### config.mk
export PLATFORM = sky130hd
export DESIGN_NAME = fifo_tx_pack_flat
export DESIGN_NICKNAME = d
export VERILOG_FILES = /design/src/rtl/qspi_pkg.sv /design/src/rtl/fifo_tx_pack_if.sv /design/src/rtl/fifo_tx_pack_align.sv /design/src/rtl/fifo_tx_pack.sv /design/src/flat_wrapper.sv
export SDC_FILE = /design/constraint.sdc
export NUM_CORES = 1
export LEC_CHECK = 0
export BUFFER_PORTS_ARGS = -buffer_cell sky130_fd_sc_hd__buf_4
export CAP_MARGIN = 10
export CELL_PAD_IN_SITES_DETAIL_PLACEMENT = 2
export CELL_PAD_IN_SITES_GLOBAL_PLACEMENT = 2
export CORE_UTILIZATION = 40
export DETAILED_ROUTE_END_ITERATION = 8
export GPL_TIMING_DRIVEN = 0
export PLACE_DENSITY_LB_ADDON = 0.3
export SLEW_MARGIN = 20
export SYNTH_ARGS = -nofsm -noshare
export SYNTH_HDL_FRONTEND = slang
export SYNTH_SLANG_ARGS = --single-unit
### constraint.sdc
create_clock -name clk -period 6.7 [get_ports clk]
set_input_delay 0.335 -clock clk [delete_from_list [all_inputs] [get_ports clk]]
set_output_delay 0.335 -clock clk [all_outputs]
set_load 0.02 [all_outputs]
### src/rtl/qspi_pkg.sv
// Shared QSPI definitions: pop size encodings and byte-count helper.
package qspi_pkg;

   typedef enum logic [1:0] {
      SZ_1B = 2'd0,
      SZ_2B = 2'd1,
      SZ_4B = 2'd2,
      SZ_8B = 2'd3
   } rd_size_e;

   function automatic int unsigned sz_bytes(input int unsigned sz);
      return 32'd1 << sz;
   endfunction

endpackage

### src/rtl/fifo_tx_pack_if.sv
// Write/read bus of the byte-granular TX FIFO.
interface fifo_tx_pack_if #(
   parameter int WIDTH = 32
);
   localparam int B  = WIDTH / 8;
   localparam int LB = $clog2(B);
   localparam int BW = LB + 1;
   localparam int SW = ($clog2(LB + 1) < 1) ? 1 : $clog2(LB + 1);

   logic             wr_en_i;
   logic [WIDTH-1:0] wr_data_i;
   logic             rd_en_i;
   logic [SW-1:0]    rd_size_i;
   logic [WIDTH-1:0] rd_data_o;
   logic             rd_valid_o;
   logic [BW-1:0]    rd_bytes_avail_o;

   modport master (
      output wr_en_i, wr_data_i, rd_en_i, rd_size_i,
      input  rd_data_o, rd_valid_o, rd_bytes_avail_o
   );

   modport slave (
      input  wr_en_i, wr_data_i, rd_en_i, rd_size_i,
      output rd_data_o, rd_valid_o, rd_bytes_avail_o
   );
endinterface

### src/rtl/fifo_tx_pack_align.sv
// Head-word shifter: moves the next unread byte to the head-byte slot.
module fifo_tx_pack_align #(
   parameter int WIDTH     = 32,
   parameter int MSB_FIRST = 1,
   localparam int BW       = $clog2(WIDTH / 8) + 1
) (
   input  logic [WIDTH-1:0] i_word,
   input  logic [BW-1:0]    i_boff,
   output logic [WIDTH-1:0] o_word
);
   logic [BW+2:0] w_sh;

   assign w_sh = {i_boff, 3'b000};

   if (MSB_FIRST != 0) begin : g_msb
      assign o_word = i_word << w_sh;
   end else begin : g_lsb
      assign o_word = i_word >> w_sh;
   end
endmodule

### src/rtl/fifo_tx_pack.sv
// TX FIFO: full-word writes, FWFT byte-granular reads toward the QSPI FSM.
import qspi_pkg::*;

module fifo_tx_pack #(
   parameter int WIDTH     = 32,
   parameter int DEPTH     = 16,
   parameter int MSB_FIRST = 1
) (
   input  logic                       clk,
   input  logic                       resetn,
   fifo_tx_pack_if.slave              bus,
   input  logic                       flush_i,
   input  logic [$clog2(DEPTH+1)-1:0] af_lvl_i,
   input  logic [$clog2(DEPTH+1)-1:0] ae_lvl_i,
   input  logic                       err_clr_i,
   output logic                       full_o,
   output logic                       empty_o,
   output logic                       almost_full_o,
   output logic                       almost_empty_o,
   output logic [$clog2(DEPTH+1)-1:0] level_o,
   output logic                       ovf_o,
   output logic                       udf_o
);
   localparam int B  = WIDTH / 8;
   localparam int LB = $clog2(B);
   localparam int BW = LB + 1;
   localparam int AW = $clog2(DEPTH);
   localparam int CW = $clog2(DEPTH + 1);

   logic [WIDTH-1:0] r_mem [DEPTH];
   logic [AW-1:0]    r_wptr;
   logic [AW-1:0]    r_rptr;
   logic [CW-1:0]    r_count;
   logic [BW-1:0]    r_boff;
   logic             r_ovf;
   logic             r_udf;

   logic             w_empty;
   logic             w_full;
   logic             w_legal;
   logic             w_retire;
   logic             w_wr_ok;
   logic [BW-1:0]    w_step;
   logic [BW-1:0]    w_nboff;
   logic [BW-1:0]    w_avail;
   logic [WIDTH-1:0] w_rd_data;

   always_comb begin
      w_empty = (r_count == '0);
      w_full  = (r_count == CW'(DEPTH));
      w_avail = w_empty ? '0 : BW'(B) - r_boff;
      w_step  = '0;
      w_legal = 1'b0;
      // Oversize codes never reach the step width, so gate before casting.
      if (int'(bus.rd_size_i) <= LB) begin
         w_step  = BW'(sz_bytes(int'(bus.rd_size_i)));
         w_legal = bus.rd_en_i && !w_empty && (w_step <= w_avail);
      end
      w_nboff  = r_boff + w_step;
      w_retire = w_legal && (w_nboff == BW'(B));
      w_wr_ok  = bus.wr_en_i && (!w_full || w_retire);
   end

   always_ff @(posedge clk) begin
      if (resetn && !flush_i && w_wr_ok) begin
         r_mem[r_wptr] <= bus.wr_data_i;
      end
   end

   always_ff @(posedge clk) begin
      if (!resetn) begin
         r_wptr  <= '0;
         r_rptr  <= '0;
         r_count <= '0;
         r_boff  <= '0;
      end else if (flush_i) begin
         r_wptr  <= '0;
         r_rptr  <= '0;
         r_count <= '0;
         r_boff  <= '0;
      end else begin
         if (w_legal) begin
            r_boff <= w_retire ? '0 : w_nboff;
         end
         if (w_retire) begin
            r_rptr <= r_rptr + AW'(1);
         end
         if (w_wr_ok) begin
            r_wptr <= r_wptr + AW'(1);
         end
         if (w_wr_ok && !w_retire) begin
            r_count <= r_count + CW'(1);
         end else if (!w_wr_ok && w_retire) begin
            r_count <= r_count - CW'(1);
         end
      end
   end

   // A new error event in the clear cycle wins over the clear.
   always_ff @(posedge clk) begin
      if (!resetn) begin
         r_ovf <= 1'b0;
         r_udf <= 1'b0;
      end else begin
         if (err_clr_i) begin
            r_ovf <= 1'b0;
            r_udf <= 1'b0;
         end
         if (!flush_i && bus.wr_en_i && !w_wr_ok) begin
            r_ovf <= 1'b1;
         end
         if (!flush_i && bus.rd_en_i && !w_legal) begin
            r_udf <= 1'b1;
         end
      end
   end

   fifo_tx_pack_align #(
      .WIDTH     (WIDTH),
      .MSB_FIRST (MSB_FIRST)
   ) u_align (
      .i_word (r_mem[r_rptr]),
      .i_boff (r_boff),
      .o_word (w_rd_data)
   );

   assign bus.rd_data_o        = w_rd_data;
   assign bus.rd_valid_o       = !w_empty;
   assign bus.rd_bytes_avail_o = w_avail;

   assign full_o         = w_full;
   assign empty_o        = w_empty;
   assign almost_full_o  = (r_count >= af_lvl_i);
   assign almost_empty_o = (r_count <= ae_lvl_i);
   assign level_o        = r_count;
   assign ovf_o          = r_ovf;
   assign udf_o          = r_udf;
endmodule
### src/flat_wrapper.sv
// flat-port wrapper written by rule: the top's interface ports become plain ports
module fifo_tx_pack_flat 
#(
   parameter int WIDTH     = 32,
   parameter int DEPTH     = 16,
   parameter int MSB_FIRST = 1
)
  (clk, resetn, flush_i, af_lvl_i, ae_lvl_i, err_clr_i, full_o, empty_o, almost_full_o, almost_empty_o, level_o, ovf_o, udf_o, bus_wr_en_i, bus_wr_data_i, bus_rd_en_i, bus_rd_size_i, bus_rd_data_o, bus_rd_valid_o, bus_rd_bytes_avail_o);
  fifo_tx_pack_if #(.WIDTH(WIDTH)) bus_i ();
  input  logic clk;
  input  logic resetn;
  input  logic flush_i;
  input  logic [$clog2(DEPTH+1)-1:0] af_lvl_i;
  input  logic [$clog2(DEPTH+1)-1:0] ae_lvl_i;
  input  logic err_clr_i;
  output logic full_o;
  output logic empty_o;
  output logic almost_full_o;
  output logic almost_empty_o;
  output logic [$clog2(DEPTH+1)-1:0] level_o;
  output logic ovf_o;
  output logic udf_o;
  input wire logic [$bits(bus_i.wr_en_i)-1:0] bus_wr_en_i;
  input wire logic [$bits(bus_i.wr_data_i)-1:0] bus_wr_data_i;
  input wire logic [$bits(bus_i.rd_en_i)-1:0] bus_rd_en_i;
  input wire logic [$bits(bus_i.rd_size_i)-1:0] bus_rd_size_i;
  output wire logic [$bits(bus_i.rd_data_o)-1:0] bus_rd_data_o;
  output wire logic [$bits(bus_i.rd_valid_o)-1:0] bus_rd_valid_o;
  output wire logic [$bits(bus_i.rd_bytes_avail_o)-1:0] bus_rd_bytes_avail_o;
  assign bus_i.wr_en_i = bus_wr_en_i;
  assign bus_i.wr_data_i = bus_wr_data_i;
  assign bus_i.rd_en_i = bus_rd_en_i;
  assign bus_i.rd_size_i = bus_rd_size_i;
  assign bus_rd_data_o = bus_i.rd_data_o;
  assign bus_rd_valid_o = bus_i.rd_valid_o;
  assign bus_rd_bytes_avail_o = bus_i.rd_bytes_avail_o;
  fifo_tx_pack #(.WIDTH(WIDTH), .DEPTH(DEPTH), .MSB_FIRST(MSB_FIRST)) u_core (.clk(clk), .resetn(resetn), .bus(bus_i), .flush_i(flush_i), .af_lvl_i(af_lvl_i), .ae_lvl_i(ae_lvl_i), .err_clr_i(err_clr_i), .full_o(full_o), .empty_o(empty_o), .almost_full_o(almost_full_o), .almost_empty_o(almost_empty_o), .level_o(level_o), .ovf_o(ovf_o), .udf_o(udf_o));
endmodule
==> impl_metrics.sql, run 1 <==
INSERT INTO impl_metrics (metric_group, metric, value, unit) VALUES
('outcome', 'outcome', 'complete, no violations', ''),
('power_and_ir_drop', 'power_per_cell_area', '273', 'nW/um^2'),
('sta', 'finalWorstSetupSlack', '1680', 'ps'),
('power_and_ir_drop', 'power.ir.vdd_worst', '0.198', 'mV'),
('clock_tree', 'clock_slew_at_the_register_clock_pins_of_the_worst_setup_and_hold_paths', '70', 'ps'),
('worst_setup_path', 'worst_r2r_setup_slack', '1680', 'ps'),
('sta', 'finalHoldViolations', '0', ''),
('place', 'port-buffer-count', '96', ''),
('final_layout', 'finish.utilization', '48.3', '%'),
('power_and_ir_drop', 'power.leakage', '8.58', 'nW'),
('final_layout', 'num-nets-final', '1466', ''),
('clock_tree', 'cts_tree', 'built', ''),
('synth', 'mappedNetlistNets', '1227', ''),
('routing', 'detail_route.iter0.violations', '1328', ''),
('sta', 'number_of_pins_exceeding_their_max_slew_limit_in_the_final_report', '0', ''),
('synth', 'leading_register_cell_type_out_of_synthesis', 'sky130_fd_sc_hd__edfxtp_1', ''),
('global_route', 'groute.usage.overall', '26.4', '%'),
('global_route', 'via_count_of_the_first_global_routing_pass', '13800', ''),
('synth', 'synth.ff_latch_count', '534', ''),
('routing', 'post_drt_via_cell_ratio', '6.02', ''),
('sta', 'finalCritPeriodShare', '74.9', '%'),
('sta', 'final.min_clock_period', '5020', 'ps'),
('routing', 'ant_nets', '0', ''),
('synth', 'synthArstFlopShare', '0', '%'),
('clock_tree', 'cts_htree_levels', '2', ''),
('sta', 'slew_headroom', '22.6', '%'),
('worst_setup_path', 'setup.worst_path.end_class', 'flop', ''),
('worst_setup_path', 'timing.critical_path.fanout_max', '10', ''),
('die', 'fp.dieW', '236', 'um'),
('synth', 'yosys.cell_count.top_type', 'sky130_fd_sc_hd__edfxtp_1', ''),
('synth', 'synth-seq-area-share', '72.3', '%'),
('synth', 'count_of_flip_flops_with_a_built_in_enable_after_synthesis', '512', ''),
('die', 'start_util', '40.5', '%'),
('synth', 'synth.avg_cell_area', '19.0', 'um^2'),
('global_route', 'grt-ovfl-total', '0', ''),
('final_layout', 'fillerInstances', '4833', ''),
('clock_tree', 'resized_gates_after_cts', '0', ''),
('clock_tree', 'cts.root.buffer_cell', 'sky130_fd_sc_hd__clkbuf_16', ''),
('sta', 'max_clock_freq', '0.199', 'GHz'),
('place', 'place_congestion', '0.801', ''),
('place', 'place_hpwl', '49.1', 'mm'),
('sta', 'worst_clock_skew', '24.3', 'ps'),
('synth', 'post_synth_main_area_contributors', 'sky130_fd_sc_hd__edfxtp_1, sky130_fd_sc_hd__mux4_2, sky130_fd_sc_hd__mux2i_1', ''),
('synth', 'count_of_synthesis_stage_warnings_from_yosys', '0', ''),
('worst_setup_path', 'critical_path.startpoint_type', 'flop', ''),
('synth', 'synthDistinctLibCells', '66', ''),
('routing', 'drc', '0', ''),
('clock_tree', 'postCtsHoldBufs', '5', ''),
('place', 'pre_cts_ws', '1700', 'ps'),
('synth', 'synth_top_area_cell', 'sky130_fd_sc_hd__edfxtp_1', ''),
('global_route', 'wire_length_of_the_first_global_routing_pass', '103', 'mm'),
('clock_tree', 'clock_path_buffers', '3', ''),
('worst_setup_path', 'timing.setup.critical_path_class', 'flop to flop', ''),
('die', 'io_pins', '97', ''),
('final_layout', 'insertedDiodeCount', '0', ''),
('final_layout', 'area_delta_synth_final', '19.1', '%'),
('synth', 'most_common_library_cells_after_synthesis', 'sky130_fd_sc_hd__edfxtp_1, sky130_fd_sc_hd__mux4_2, sky130_fd_sc_hd__mux2i_1', ''),
('routing', 'drt_wl_total', '72.6', 'mm'),
('die', 'die_area', '55600', 'um^2'),
('clock_tree', 'clock_latency_late_sink', '630', 'ps'),
('clock_tree', 'post_cts.repair.setup_buffers', '0', ''),
('worst_setup_path', 'worstPathRequired', '7010', 'ps'),
('sta', 'rsz0062_at_grt', 'no', ''),
('final_layout', 'post_route_cells_drive_above_1_share', '29.2', '%'),
('synth', 'mappedNetlistArea', '21900', 'um^2'),
('global_route', 'initial_antenna_violation_count', '2', ''),
('die', 'dieHeight', '236', 'um'),
('die', 'core.rowCount', '85', ''),
('job', 'max_cap_violations', '0', ''),
('synth', 'portion_of_synthesized_cell_area_occupied_by_the_leading_cell_type', '70.3', '%'),
('die', 'core_region_area', '53900', 'um^2'),
('synth', 'synthesis.instances', '1151', ''),
('sta', 'finalSetupViolations', '0', ''),
('routing', 'first_pass_iters', '5', ''),
('routing', 'wl_per_cell', '34.0', 'um'),
('min_path', 'worstHoldPathType', 'input pin to flop', ''),
('global_route', 'grt_max_degree', '29', ''),
('clock_tree', 'numClockSinks', '534', ''),
('sta', 'worst-slew-pin-transition', '1160', 'ps'),
('worst_setup_path', 'cp_data_arrival_time', '5320', 'ps'),
('routing', 'via_count', '12800', ''),
('clock_tree', 'cts_buffers', '57', '');
==> kinds of logic (layout without fill, tap and decap cells) <==
| kind of cell | count (synthesis) | count (layout) | synth area share [%] |
|---|---|---|---|
| AOI/OAI and AO/OA | 164 | 164 | 5.95 |
| xor gates and xnor gates | 8 | 8 | 0.383 |
| adders and majority gates | 26 | 26 | 1.56 |
| buffers and inverters | 89 | 375 | 2.66 |
| DFF | 534 | 534 | 72.3 |
| muxes | 165 | 165 | 13.4 |
| and+or+nand+nor | 165 | 165 | 3.70 |
==> through the flow <==
step	TNS (ps)	area (um^2)	total power [W]	cells	hold slack [ps]
after floorplan	0	21900	0.00388	1151	434
final	0	26000	0.00712	2133	25.3
after detailed placement	0	24200	0.00403	2022	494
after global routing	0	26000	0.00726	2133	11.3
after global placement	-1200830	23500	0.00401	1943	469
after CTS	0	26000	0.00712	2133	0.574
==> cell usage in the layout, fill, tap and decap left out, types with 32 or more instances in the layout <==
master	Yosys	final
sky130_fd_sc_hd__mux4_2	92	92
sky130_fd_sc_hd__buf_4	3	148
sky130_fd_sc_hd__edfxtp_1	512	512
sky130_fd_sc_hd__mux2i_1	63	63
sky130_fd_sc_hd__clkbuf_1	24	39
sky130_fd_sc_hd__nand2_1	47	47
sky130_fd_sc_hd__a21oi_1	35	35
sky130_fd_sc_hd__buf_2	11	32
sky130_fd_sc_hd__clkbuf_16	0	59
sky130_fd_sc_hd__nor2_1	34	34
==> critical path, cell delays in order, from the launching register on <==
cell and delay [ps]:
sky130_fd_sc_hd__dfxtp_1 300, sky130_fd_sc_hd__clkbuf_1 490, sky130_fd_sc_hd__inv_1 400, sky130_fd_sc_hd__ha_1 390, sky130_fd_sc_hd__nand2_1 70, sky130_fd_sc_hd__ha_1 320, sky130_fd_sc_hd__a211oi_1 400, sky130_fd_sc_hd__o2111a_1 440
sky130_fd_sc_hd__o21ai_2 150, sky130_fd_sc_hd__buf_2 240, sky130_fd_sc_hd__nor4_2 540, sky130_fd_sc_hd__buf_2 280, sky130_fd_sc_hd__buf_2 240, sky130_fd_sc_hd__buf_4 200, sky130_fd_sc_hd__buf_2 230
==> per-layer routing <==
metal | vias up | GRT usage (%) | share of wire [%] | routed length, um
met5 | - | 0 | 0.012 | 9
met4 | 2 | 7.80 | 2.7 | 1930
met3 | 130 | 4.14 | 6.7 | 4880
met2 | 577 | 44.4 | 50 | 36000
met1 | 6925 | 35.4 | 41 | 29800
li1 | 5210 | - | - | -
==> final cells by class <==
| cell class | instances | area, um^2 | area share (%) |
|---|---|---|---|
| Tap cell | 696 | 871 | 3.34 |
| Clock buffer | 76 | 1560 | 5.99 |
| Buffer | 61 | 475 | 1.83 |
| Inverter | 28 | 105 | 0.404 |
| Timing Repair Buffer | 180 | 1410 | 5.42 |
| Multi-Input combinational cell | 528 | 5550 | 21.3 |
| Sequential cell | 534 | 15800 | 60.7 |
| Clock inverter | 30 | 248 | 0.951 |
==> worst paths after layout <==
check	from	end	cells past startpoint
worst max register to register	u_core.r_boff[1]$_SDFFE_PP0P_	u_core.r_mem[3][28]$_DFFE_PP_	14
worst min-delay path	bus_wr_data_i[18]	u_core.r_mem[15][18]$_DFFE_PP_	1
worst min register to register	u_core.udf_o$_SDFFE_PN0P_	u_core.udf_o$_SDFFE_PN0P_	2
worst max-delay path	u_core.r_boff[1]$_SDFFE_PP0P_	u_core.r_mem[3][28]$_DFFE_PP_	14
==> state kept, by name, indices dropped and copies added (netlist names), named ones only <==
name	cells
u_core.r_wptr	4
u_core.ovf_o	1
u_core.r_rptr	4
u_core.r_mem	512
u_core.udf_o	1
u_core.r_boff	3
u_core.level_o	5
==> where the power goes <==
group	switching, W	internal (W)	total (W)	leakage [nW]
clock	0.00137	0.00178	0.00315	0.872
sequential	0.00000881	0.00367	0.00367	4.78
combinational	0.000188	0.000106	0.000293	2.93
(Power assumes the default switching activity.)
==> run 2, diff against run 1 <==
clock period = 4.3 ns   (was 6.7 ns; I/O delays follow)
==> run 2 against run 1 <==
Via count down 1.3%. Worst hold slack better by 1.8 ps. Sequential power up 56%. Sequential share of layout area down 1.0 points. Global-route usage down 0.73 points. First-iteration DRC count down 3.5%. Core utilization up 0.86 points. Critical endpoint is now bus_rd_data_o[31]. Largest power group unchanged.
==> impl_metrics.sql, run 2 (synthesized netlist as in run 1, its figures left out) <==
INSERT INTO impl_metrics (metric_group, metric, value, unit) VALUES
('sta', 'whs', '27.2', 'ps'),
('clock_tree', 'clock_latency_late_sink', '610', 'ps'),
('min_path', 'min-delay-start', 'resetn', ''),
('clock_tree', 'clock_slew_at_the_register_clock_pins_of_the_worst_setup_and_hold_paths', '60', 'ps'),
('global_route', 'via_count_of_the_first_global_routing_pass', '13700', ''),
('final_layout', 'layout_commonest_cell', 'sky130_fd_sc_hd__edfxtp_1', ''),
('final_layout', 'final_cell_mix', 'sky130_fd_sc_hd__edfxtp_1, sky130_fd_sc_hd__buf_4, sky130_fd_sc_hd__mux4_2, sky130_fd_sc_hd__mux2i_1, sky130_fd_sc_hd__clkbuf_16', ''),
('place', 'port-buffer-count', '96', ''),
('clock_tree', 'cts_tree', 'built', ''),
('worst_setup_path', 'cp_data_arrival_time', '3990', 'ps'),
('final_layout', 'largest_register_ffs', '512', ''),
('die', 'core_region_area', '53900', 'um^2'),
('place', 'place_hpwl', '47.6', 'mm'),
('worst_setup_path', 'worstPathRequired', '4090', 'ps'),
('place', 'dp.cells', '1988', ''),
('global_route', 'groute.usage.overall', '25.6', '%'),
('worst_setup_path', 'origin_of_the_critical_flop_to_flop_path', 'u_core.r_boff[0]$_SDFFE_PP0P_', ''),
('place', 'dpl_cell_area', '24300', 'um^2'),
('die', 'start_util', '40.5', '%'),
('global_route', 'grt_max_degree', '28', ''),
('routing', 'post_drt_via_cell_ratio', '5.94', ''),
('power_and_ir_drop', 'internal_power', '0.00854', 'W'),
('global_route', 'initial_antenna_violation_count', '1', ''),
('power_and_ir_drop', 'power.sequential.fraction', '52.7', '%'),
('sta', 'finalHoldViolations', '0', ''),
('sta', 'worst-slew-pin-transition', '1140', 'ps'),
('routing', 'ant_nets', '0', ''),
('clock_tree', 'clock_path_buffers', '3', ''),
('power_and_ir_drop', 'power_per_cell_area', '410', 'nW/um^2'),
('die', 'die_area', '55600', 'um^2'),
('power_and_ir_drop', 'total_power', '0.0109', 'W'),
('power_and_ir_drop', 'power.leakage', '8.69', 'nW'),
('power_and_ir_drop', 'p_switching', '0.00233', 'W'),
('place', 'place_congestion', '0.831', ''),
('final_layout', 'num-nets-final', '1476', ''),
('die', 'io_pins', '97', ''),
('worst_setup_path', 'worstReg2RegEnd', 'u_core.r_mem[3][2]$_DFFE_PP_', ''),
('sta', 'worst_clock_skew', '12.8', 'ps'),
('final_layout', 'largest-register', 'u_core.r_mem', ''),
('clock_tree', 'cts.root.buffer_cell', 'sky130_fd_sc_hd__clkbuf_16', ''),
('die', 'fp.dieW', '236', 'um'),
('sta', 'max_clock_freq', '0.238', 'GHz'),
('routing', 'via_count', '12700', ''),
('sta', 'final.min_clock_period', '4210', 'ps'),
('final_layout', 'post_route_cells_drive_above_1_share', '27.7', '%'),
('final_layout', 'layout.cell_area.non_filler', '26500', 'um^2'),
('sta', 'finalCritPeriodShare', '97.8', '%'),
('worst_setup_path', 'setup.worst_path.end_class', 'output port', ''),
('die', 'dieHeight', '236', 'um'),
('min_path', 'worstHoldPathType', 'input pin to flop', ''),
('routing', 'drt_wl_total', '70.7', 'mm'),
('final_layout', 'layoutNonFillerInstCount', '2132', ''),
('power_and_ir_drop', 'power.ir.vdd_worst', '0.289', 'mV'),
('routing', 'first_pass_iters', '5', ''),
('final_layout', 'finish.utilization', '49.2', '%'),
('outcome', 'outcome', 'complete, no violations', ''),
('clock_tree', 'cts_htree_levels', '2', ''),
('routing', 'wl_per_cell', '33.1', 'um'),
('sta', 'finalSetupViolations', '0', ''),
('routing', 'drc', '0', ''),
('power_and_ir_drop', 'combPwrFrac', '4.5', '%'),
('worst_setup_path', 'worst_r2r_setup_slack', '200', 'ps'),
('power_and_ir_drop', 'clock_power_share', '42.8', '%'),
('routing', 'detail_route.iter0.violations', '1281', ''),
('min_path', 'timing.hold.worst_endpoint', 'u_core.level_o[4]$_SDFFE_PP0P_', ''),
('worst_setup_path', 'worst_reg2reg_path_depth', '13', ''),
('global_route', 'grt-ovfl-total', '0', ''),
('job', 'max_cap_violations', '0', ''),
('worst_setup_path', 'timing.setup.critical_path_class', 'flop to output port', ''),
('clock_tree', 'cts_buffers', '56', ''),
('sta', 'slew_headroom', '23.7', '%'),
('die', 'core.rowCount', '85', ''),
('worst_setup_path', 'critical_path.startpoint_type', 'flop', ''),
('power_and_ir_drop', 'power.share.switching', '21.5', '%'),
('clock_tree', 'numClockSinks', '534', ''),
('min_path', 'holdPathStages', '3', ''),
('sta', 'number_of_pins_exceeding_their_max_slew_limit_in_the_final_report', '0', ''),
('worst_setup_path', 'timing.critical_path.fanout_max', '10', ''),
('global_route', 'wire_length_of_the_first_global_routing_pass', '101', 'mm'),
('final_layout', 'area_delta_synth_final', '21.2', '%');
==> run 2: cell count changes in the layout (fill, tap and decap cells not counted), sizes merged <==
cell,delta
dlygate4sd3,+32
clkbuf,-7
clkinvlp,-1
clkinv,-4
diode,+1
inv,-3
buf,-19
==> run 2: worst max path at each step <==
stage,from,endpoint
2_1_floorplan,u_core.level_o[0]$_SDFFE_PP0P_,u_core.r_mem[2][0]$_DFFE_PP_
4_1_cts,u_core.r_boff[0]$_SDFFE_PP0P_,u_core.level_o[4]$_SDFFE_PP0P_
3_5_place_dp,u_core.r_boff[1]$_SDFFE_PP0P_,u_core.level_o[4]$_SDFFE_PP0P_
3_3_place_gp,u_core.r_boff[1]$_SDFFE_PP0P_,u_core.r_mem[3][18]$_DFFE_PP_
5_1_grt,u_core.level_o[0]$_SDFFE_PP0P_,u_core.level_o[4]$_SDFFE_PP0P_
6_report,flop,bus_rd_data_o[31]
==> run 2: power by group through the flow <==
stage               combinational [W]  clock, W  sequential (W)
finish                       0.000492   0.00465         0.00573
global route                 0.000524   0.00487         0.00573
floorplan                    0.000202         0         0.00584
detailed placement           0.000455         0         0.00584
global placement             0.000420         0         0.00584
CTS                          0.000487   0.00470         0.00573
==> run 2: timing repair <==
| item | in CTS | in global routing |
|---|---|---|
| setup buffers | 2 | 13 |
| gates resized for setup | 6 | 5 |
| endpoints found under the setup margin | 357 | 83 |
| pin swaps | 2 | 6 |
| hold endpoints to repair | 515 | 0 |
| hold buffers | 37 | 0 |
==> run 2: cell type report <==
class | instances | area [um^2]
clock buffers | 71 | 1480
plain buffers | 59 | 468
clock inverters | 22 | 201
multi-input cells | 528 | 5670
diodes | 1 | 2.50
inverters | 28 | 113
fillers | 4860 | 27400
flip-flops and latches | 534 | 15800
well taps | 696 | 871
repair buffers | 193 | 1880
==> run 2: worst max-delay path, stage by stage, from the launching register on <==
cell,delay (ps)
sky130_fd_sc_hd__dfxtp_1,410
sky130_fd_sc_hd__buf_2,300
sky130_fd_sc_hd__clkbuf_1,740
sky130_fd_sc_hd__clkbuf_1,770
sky130_fd_sc_hd__nand3b_1,200
sky130_fd_sc_hd__nand3_1,240
sky130_fd_sc_hd__o22ai_1,130
sky130_fd_sc_hd__nor3_1,360
sky130_fd_sc_hd__buf_4,230
==> run 2: per-layer routing <==
layer	vias to the layer above	share of wire [%]	wire length (um)	track usage (%)
li1	5223	-	-	-
met1	6839	42	29800	34.9
met2	501	49	35000	42.9
met3	111	5.9	4180	4.13
met4	0	2.4	1730	6.63
met5	-	0	0	0
==> run 2: per-stage QoR <==
stage / worst slack (ps) / setup TNS, ps
2_1_floorplan: -699 / -115710
3_5_place_dp: -544 / -77500
6_report: 93.8 / 0
4_1_cts: 13.0 / 0
5_1_grt: -20.5 / -27.5
3_3_place_gp: -3680 / -1183060
==> run 3, diff against run 2 <==
MAX_ROUTING_LAYER = met4   (was default)
==> run 3 against run 2 <==
Non-clock buffer count shrank 3. Sequential power hardly changed. Critical endpoint unchanged. Highest routed layer unchanged. Worst hold slack better by 3.4 ps. Largest cell class unchanged. Clock power about the same. Combinational power barely moved.
==> impl_metrics.sql, run 3 (synthesized netlist as in run 1, its figures left out) <==
INSERT INTO impl_metrics (metric_group, metric, value, unit) VALUES
('final_layout', 'largest_register_ffs', '512', ''),
('clock_tree', 'numClockSinks', '534', ''),
('sta', 'worst_clock_skew', '13.5', 'ps'),
('final_layout', 'post_route_cells_drive_above_1_share', '27.6', '%'),
('worst_setup_path', 'critical_path_buf_inv_count', '4', ''),
('sta', 'setup_tns', '0', 'ps'),
('power_and_ir_drop', 'power.ir.vdd_worst', '0.287', 'mV'),
('final_layout', 'area_delta_synth_final', '21.1', '%'),
('sta', 'finalCritPeriodShare', '98.2', '%'),
('power_and_ir_drop', 'power_per_cell_area', '410', 'nW/um^2'),
('routing', 'ant_nets', '0', ''),
('worst_setup_path', 'timing.critical_path.fanout_max', '10', ''),
('worst_setup_path', 'worstPathRequired', '4090', 'ps'),
('routing', 'via_count', '12700', ''),
('routing', 'wl_per_cell', '33.0', 'um'),
('clock_tree', 'cts_tree', 'built', ''),
('worst_setup_path', 'critical_path.cell_chain', 'buf_2 -> clkbuf_1 -> clkbuf_1 -> nand3b_1 -> nand3_1 -> o22ai_1 -> nor3_1 -> buf_4', ''),
('job', 'max_cap_violations', '0', ''),
('final_layout', 'largest-register', 'u_core.r_mem', ''),
('die', 'core.rowCount', '85', ''),
('sta', 'number_of_pins_exceeding_their_max_slew_limit_in_the_final_report', '0', ''),
('place', 'dpl_cell_area', '24300', 'um^2'),
('global_route', 'via_count_of_the_first_global_routing_pass', '13700', ''),
('sta', 'finalSetupViolations', '0', ''),
('global_route', 'grt-ovfl-total', '0', ''),
('power_and_ir_drop', 'internal_power', '0.00854', 'W'),
('clock_tree', 'clock_slew_at_the_register_clock_pins_of_the_worst_setup_and_hold_paths', '60', 'ps'),
('global_route', 'groute.usage.overall', '26.4', '%'),
('clock_tree', 'cts_htree_levels', '2', ''),
('die', 'dieHeight', '236', 'um'),
('worst_setup_path', 'path_common_cell', 'sky130_fd_sc_hd__clkbuf_1', ''),
('sta', 'max_clock_freq', '0.237', 'GHz'),
('place', 'dp.cells', '1988', ''),
('place', 'port-buffer-count', '96', ''),
('power_and_ir_drop', 'total_power', '0.0109', 'W'),
('min_path', 'worstHoldPathType', 'input pin to flop', ''),
('clock_tree', 'clock_path_buffers', '3', ''),
('power_and_ir_drop', 'power.sequential.fraction', '52.7', '%'),
('final_layout', 'layout.cell_area.non_filler', '26500', 'um^2'),
('worst_setup_path', 'worst_path_dominant_cell_family', 'buffers and inverters', ''),
('global_route', 'wire_length_of_the_first_global_routing_pass', '101', 'mm'),
('final_layout', 'final_cell_mix', 'sky130_fd_sc_hd__edfxtp_1, sky130_fd_sc_hd__buf_4, sky130_fd_sc_hd__mux4_2, sky130_fd_sc_hd__mux2i_1, sky130_fd_sc_hd__clkbuf_16', ''),
('place', 'place_hpwl', '47.6', 'mm'),
('routing', 'first_pass_iters', '7', ''),
('sta', 'worst-slew-pin-transition', '1200', 'ps'),
('clock_tree', 'clock_latency_late_sink', '610', 'ps'),
('die', 'start_util', '40.5', '%'),
('sta', 'finalHoldViolations', '0', ''),
('final_layout', 'layout_commonest_cell', 'sky130_fd_sc_hd__edfxtp_1', ''),
('outcome', 'outcome', 'complete, no violations', ''),
('power_and_ir_drop', 'p_switching', '0.00233', 'W'),
('routing', 'post_drt_via_cell_ratio', '5.96', ''),
('die', 'die_area', '55600', 'um^2'),
('clock_tree', 'cts_buffers', '56', ''),
('clock_tree', 'cts.root.buffer_cell', 'sky130_fd_sc_hd__clkbuf_16', ''),
('worst_setup_path', 'cp_data_arrival_time', '4010', 'ps'),
('die', 'io_pins', '97', ''),
('routing', 'drt_wl_total', '70.4', 'mm'),
('die', 'fp.dieW', '236', 'um'),
('routing', 'detail_route.iter0.violations', '1325', ''),
('final_layout', 'num-nets-final', '1473', ''),
('worst_setup_path', 'critPathSlowestCell', 'sky130_fd_sc_hd__clkbuf_1', ''),
('global_route', 'initial_antenna_violation_count', '3', ''),
('routing', 'drc', '0', ''),
('sta', 'slew_headroom', '19.9', '%'),
('worst_setup_path', 'timing.setup.critical_path_class', 'flop to output port', ''),
('power_and_ir_drop', 'clock_power_share', '42.7', '%'),
('sta', 'final.min_clock_period', '4220', 'ps'),
('worst_setup_path', 'critical_path.startpoint_type', 'flop', ''),
('worst_setup_path', 'critical-path-max-stage-delay', '750', 'ps'),
('power_and_ir_drop', 'power.share.switching', '21.4', '%'),
('power_and_ir_drop', 'power.leakage', '8.67', 'nW'),
('power_and_ir_drop', 'combPwrFrac', '4.5', '%'),
('worst_setup_path', 'setup.worst_path.end_class', 'output port', ''),
('sta', 'whs', '30.6', 'ps'),
('place', 'place_congestion', '0.846', ''),
('final_layout', 'layoutNonFillerInstCount', '2131', ''),
('die', 'core_region_area', '53900', 'um^2'),
('global_route', 'grt_max_degree', '28', '');
-- run 3: final cells by class --
cell class,count,area [um^2]
Inverter,28,113
Clock buffer,71,1480
Antenna cell,3,7.51
Tap cell,696,871
Clock inverter,22,201
Sequential cell,534,15800
Fill cell,4859,27400
Timing Repair Buffer,190,1860
Multi-Input combinational cell,528,5670
Buffer,59,468
-- run 3: worst paths after layout --
kind | startpoint | to | slack, ps | cells past startpoint
worst max-delay path | flop | bus_rd_data_o[31] | 80 | 8
worst min-delay path | resetn | u_core.level_o[4]$_SDFFE_PP0P_ | 30 | 3
worst max register to register | u_core.r_boff[0]$_SDFFE_PP0P_ | u_core.r_mem[14][27]$_DFFE_PP_ | 170 | 13
worst min register to register | u_core.r_rptr[1]$_SDFFE_PP0P_ | flop | 510 | 2
-- run 3: repair_timing --
item	CTS	global route
gates resized for setup	6	5
buffers inserted	2	10
endpoints found under the hold margin	515	0
pin swaps	2	4
hold buffers	37	0
setup endpoints to repair	357	83
-- run 3: tightest hold or removal path: cells and delay by family --
family	cells	cell delay (ps)
AOI/OAI and AO/OA	1	60
buffers and inverters	1	120
and+or+nand+nor	1	200
-- run 3: per-stage QoR --
stage / util, % / setup slack, ps
6_report: 49.1 / 77.0
3_5_place_dp: 45.0 / -544
2_1_floorplan: - / -699
5_1_grt: 49.1 / -34.3
3_3_place_gp: 43.6 / -3680
4_1_cts: 48.9 / 13.0
-- run 3: metal layers --
metal / GRT usage [%] / wire length, um / up-vias
met3: 4.31 / 3960 / 113
met4: 6.65 / 1590 / 0
met5: - / 0 / -
li1: - / - / 5228
met1: 34.9 / 29900 / 6869
met2: 42.9 / 35000 / 501
-- run 3: power groups by stage --
stage	Combinational [W]	Clock [W]	Sequential [W]
floorplan	0.000202	0	0.00584
global placement	0.000420	0	0.00584
detailed placement	0.000455	0	0.00584
CTS	0.000487	0.00470	0.00573
global route	0.000526	0.00487	0.00573
finish	0.000493	0.00464	0.00573
